===== config.mk =====
export PLATFORM = sky130hd
export DESIGN_NAME = nibble_accumulator
export DESIGN_NICKNAME = d
export VERILOG_FILES = /design/src/rtl/nibble_accumulator_pkg.sv /design/src/rtl/nibble_accumulator_negext.sv /design/src/rtl/nibble_accumulator.sv
export SDC_FILE = /design/constraint.sdc
export NUM_CORES = 1
export LEC_CHECK = 0
export ABC_AREA = 1
export CAP_MARGIN = 20
export CORE_UTILIZATION = 51
export CTS_CLUSTER_DIAMETER = 50
export DETAILED_ROUTE_END_ITERATION = 7
export PLACE_DENSITY = 0.78
export SLEW_MARGIN = 20
export SYNTH_ARGS = -nofsm -noshare
export SYNTH_HDL_FRONTEND = slang
export SYNTH_HIERARCHICAL = 1
export SYNTH_SLANG_ARGS = --single-unit

===== constraint.sdc =====
create_clock -name clk -period 2.5 [get_ports clk]
set_input_delay 0.5 -clock clk [delete_from_list [all_inputs] [get_ports clk]]
set_output_delay 0.5 -clock clk [all_outputs]
set_load 0.005 [all_outputs]

===== src/rtl/nibble_accumulator_pkg.sv =====
// Shared types and helpers for the nibble accumulator slice.
// Consumed by nibble_negext and nibble_accumulator.
package nibble_pkg;

    localparam int NIBBLE_W = 4;

    typedef enum logic [1:0] {
        IDLE  = 2'd0,
        ACCUM = 2'd1,
        DONE  = 2'd2
    } state_e;

    function automatic logic [NIBBLE_W:0] sext5(input logic [NIBBLE_W-1:0] d);
        return {d[NIBBLE_W-1], d};
    endfunction

endpackage


===== src/rtl/nibble_accumulator_negext.sv =====
// Turns a signed nibble into a sign-extended (ACC_W+1)-bit operand, optionally negated.
// Negation is done at 5 bits so that -(-8) yields +8 without wrapping.
module nibble_negext
    import nibble_pkg::*;
#(
    parameter int ACC_W = 8
) (
    input  logic [NIBBLE_W-1:0] in_data,
    input  logic                sub,
    output logic [ACC_W:0]      operand
);

    logic [NIBBLE_W:0] v5;
    logic [NIBBLE_W:0] n5;

    always_comb begin
        v5      = sext5(in_data);
        n5      = sub ? (~v5 + 5'd1) : v5;
        operand = {{(ACC_W - NIBBLE_W){n5[NIBBLE_W]}}, n5};
    end

endmodule


===== src/rtl/nibble_accumulator.sv =====
// Block accumulator of signed nibbles with add/subtract per sample and sticky overflow.
// Define NIBBLE_ACC_SATURATE_EN to clamp on overflow instead of wrapping.
module nibble_accumulator
    import nibble_pkg::*;
#(
    parameter int ACC_W     = 8,
    parameter int BLOCK_LEN = 4
) (
    input  logic                clk,
    input  logic                rst_n,
    input  logic                start,
    input  logic                sub,
    input  logic                in_valid,
    output logic                in_ready,
    input  logic [NIBBLE_W-1:0] in_data,
    output logic [ACC_W-1:0]    acc_out,
    output logic                out_valid,
    output logic                ovf,
    output logic                busy
);

    localparam int CNT_W = $clog2(BLOCK_LEN + 1);
    localparam logic [CNT_W-1:0] LAST = CNT_W'(BLOCK_LEN - 1);
`ifdef NIBBLE_ACC_SATURATE_EN
    localparam logic [ACC_W-1:0] ACC_MAX = {1'b0, {(ACC_W-1){1'b1}}};
    localparam logic [ACC_W-1:0] ACC_MIN = {1'b1, {(ACC_W-1){1'b0}}};
`endif

    state_e           state;
    logic [CNT_W-1:0] count;
    logic [ACC_W:0]   operand;
    logic [ACC_W:0]   sum;
    logic             sum_ovf;
    logic [ACC_W-1:0] acc_nxt;
    logic             accept;

    nibble_negext #(.ACC_W(ACC_W)) u_negext (
        .in_data (in_data),
        .sub     (sub),
        .operand (operand)
    );

    assign in_ready  = (state == ACCUM);
    assign out_valid = (state == DONE);
    assign busy      = (state != IDLE);
    assign accept    = in_valid && in_ready;

    // Overflow when the extra top bit disagrees with the ACC_W-bit sign.
    always_comb begin
        sum     = {acc_out[ACC_W-1], acc_out} + operand;
        sum_ovf = sum[ACC_W] ^ sum[ACC_W-1];
`ifdef NIBBLE_ACC_SATURATE_EN
        if (sum_ovf)
            acc_nxt = sum[ACC_W] ? ACC_MIN : ACC_MAX;
        else
            acc_nxt = sum[ACC_W-1:0];
`else
        acc_nxt = sum[ACC_W-1:0];
`endif
    end

    always_ff @(posedge clk or negedge rst_n) begin
        if (!rst_n) begin
            state   <= IDLE;
            count   <= '0;
            acc_out <= '0;
            ovf     <= 1'b0;
        end else begin
            case (state)
                IDLE: begin
                    if (start) begin
                        state   <= ACCUM;
                        count   <= '0;
                        acc_out <= '0;
                        ovf     <= 1'b0;
                    end
                end
                ACCUM: begin
                    if (accept) begin
                        acc_out <= acc_nxt;
                        count   <= count + 1'b1;
                        if (sum_ovf)
                            ovf <= 1'b1;
                        if (count == LAST)
                            state <= DONE;
                    end
                end
                DONE:    state <= IDLE;
                default: state <= IDLE;
            endcase
        end
    end

endmodule


==> results.yml <==
run_status:
  status: "finished, final reports clean"
power_and_ir_drop:
  pwr_density_cell_mw_per_mm2: 1060
  ir_drop_mv: 0.737
  p_leak_uw: 0.000788
yosys:
  synth_seq_area_share_pct: 30.6
  synth_top_area_cell: "dfrtp_1"
  ys_top_cells_by_count: "50 x nand2_1, 21 x inv_1, 19 x nand3_1"
  ys.flop_type: "dfrtp_1"
  netlist.area_leader.share_pct: 30.6
  syn-num-nets: 183
  synth_seq_cells: 14
  synth_cells: 162
  synth_cell_types: 23
  synth.area.top_cells: "dfrtp_1 31%, nand2_1 16%, ha_1 12%, nand3_1 8.3%, inv_1 6.9%"
  yosysMostFrequentCell: "nand2_1"
  async_reset_ff_share_pct: 100
  yosysWarnings: 6
  postSynthAreaPerCell_um2: 7.07
  synth_edf_count: 0
  syn-cell-area_mm2: 0.00114
worst_setup_path:
  required_ns: 2.68
  critPathMaxFanout: 5
  startpoint_type: "input pin"
  worstPathCellList: "clkdlybuf4s50_1 > inv_1 > ha_1 > nand2_1 > nand3_2 > o21ai_4 > ha_4 > nand2_1 > inv_1 > a21oi_2 > nand3_1 > nand2_1 > nand2_1 > nand3_1 > nand2_1"
  arrival_ns: 2.54
  slowest_delay_ns: 0.47
  cp_slowest_cell: "clkdlybuf4s50_1"
  worstSetupPathType: "input pin to flip-flop"
  end_kind: "flip-flop"
  cp_common_cell: "nand2_1"
  cp_num_buf_inv: 3
  crit_family: "simple AND/OR/NAND/NOR gates"
placement:
  io_buffer_count: 20
  gp_congestion: 0.787
  dp_cells: 213
  dpl.hpwl_um: 1900
  pre_cts_ws_ns: -0.334
route:
  antenna_left: 0
  drtIter0Drc: 16
  dr.pass1.iters: 4
  post_drt_wl_per_cell_um: 11.4
  drt_wl_total_um: 2490
  drcViolationCount: 0
  vias_per_cell: 4.99
  num_vias: 1092
clock_network:
  path_clk_slew_ns: 0.08
  numCtsBuffers: 3
  ctsHoldBuffers: 0
  cts_buffer_depth: 2
  clk_latency_ns: 0.28
  cts_sinks: 14
  htree_levels: 1
  cts_tree: "done"
  cts_root_buf: "clkbuf_4"
timing:
  slew_headroom_pct: 59.7
  worst_pin_slew_ns: 0.602
  period_minus_slack_ns: 2.36
  maxSlewViolCount: 0
  finalSetupViolCount: 0
  fmax_mhz: 424
  finalCritPeriodShare_pct: 94.4
  setup_ws_ns: 0.140
  skew_ns: 0.000855
  setup-tns-final_ns: 0
  hold_violations: 0
global_route:
  grt_usage_pct: 23.0
  grt_pass1_vias: 994
  antenna_found_initial: 0
  grt_max_degree: 18
  grt_pass1_wl_um: 4290
  grt-ovfl-total: 0
cells_and_area:
  final_nets: 214
  layout-drive-gt1-share_pct: 17.2
  utilization_pct: 75.1
  area_growth_pct: 34.0
  fill_cells: 162
  stdcell_count: 219
  diodes: 0
floorplan:
  coreArea_mm2: 0.00204
  die-height_um: 49.4
  initial_core_util_pct: 56.1
  die_w_um: 49.4
  dieArea_mm2: 0.00244
  ioPinCount: 21
  rows: 16
run:
  drv_cap: 0
hold_path:
  hold_class: "flip-flop to flip-flop"
sequential cells by signal, indices dropped and copies added (netlist names):
| name | cells |
|---|---|
| count | 3 |
| state | 2 |
| ovf | 1 |
| acc_out | 8 |
logic make-up after synthesis:
group / count (synthesis) / share of synthesized area [%]
buf+inv: 29 / 11.4
simple gates: 86 / 33.0
flops: 14 / 30.6
fa+ha+maj: 12 / 13.8
compound gates: 18 / 8.96
xor+xnor: 3 / 2.30
layer usage:
metal | routed length (um) | part of all wire [%] | track usage [%]
met1 | 1120 | 45 | 27.2
met3 | 81 | 3.3 | 6.54
met2 | 1270 | 51 | 40.6
met4 | 13 | 0.52 | 5.71
met5 | 0 | 0 | 0
path summary, 6_finish.rpt:
check,from,end,slack [ns],depth (start not counted)
setup reg to reg,acc_out[0],ovf,0.72,10
hold reg to reg,ovf,ovf,0.48,2
hold / removal,ovf,ovf,0.48,2
min in group asynchronous,rst_n,count[0],0.59,1
setup / recovery,in_data[0],ovf,0.14,15
max in group asynchronous,rst_n,count[2],1.52,1
per-stage QoR:
step           hold WS [ns]  total power [uW]  instance area (um2)
5_1_grt               0.518              1790                 1530
3_5_place_dp          0.471              1390                 1410
3_3_place_gp          0.471              1350                 1410
6_report              0.484              1620                 1530
4_1_cts               0.488              1550                 1450
2_1_floorplan         0.204              1000                 1140
layout make-up:
class | instances | area, um2 | share of cell area (%)
clock buffers | 4 | 36.3 | 2.37
inverters | 22 | 82.6 | 5.38
multi-input cells | 119 | 733 | 47.8
flip-flops and latches | 14 | 350 | 22.8
well taps | 27 | 33.8 | 2.20
repair buffers | 33 | 298 | 19.4
timing repair:
item                                    4_1_cts  5_1_grt
setup buffers                                 0        2
resized for setup                             1        9
pin swaps                                     0        2
endpoints found under the setup margin        1        4
placed cells by master, fill, tap and decap left out, types with 2 or more instances in the layout:
| cell | Yosys | final |
|---|---|---|
| nand2_1 | 50 | 50 |
| inv_1 | 21 | 21 |
| clkdlybuf4s50_1 | 0 | 20 |
| nand3_1 | 19 | 18 |
| dfrtp_1 | 14 | 14 |
| buf_4 | 5 | 13 |
| nor2_1 | 9 | 9 |
| o21ai_0 | 9 | 7 |
| ha_1 | 11 | 7 |
| ha_4 | 0 | 4 |
| a21oi_1 | 3 | 3 |
| o21ai_1 | 2 | 3 |
| nand3_2 | 2 | 3 |
| clkbuf_4 | 0 | 3 |
| nand2_2 | 2 | 2 |
| o21bai_1 | 2 | 2 |
| a21oi_2 | 2 | 2 |
| xor2_1 | 2 | 2 |
report_power, final:
group	switching, uW	internal [uW]	leakage [uW]
Sequential	101	324	0.000174
Combinational	515	521	0.000593
Clock	70.6	88.7	0.0000210
tightest hold or removal path, stage by stage (launching register included):
cell and delay (ns):
dfrtp_1 0.35, nand2_1 0.05, nand2_1 0.05
No activity file was read; power rests on OpenSTA's default activity.
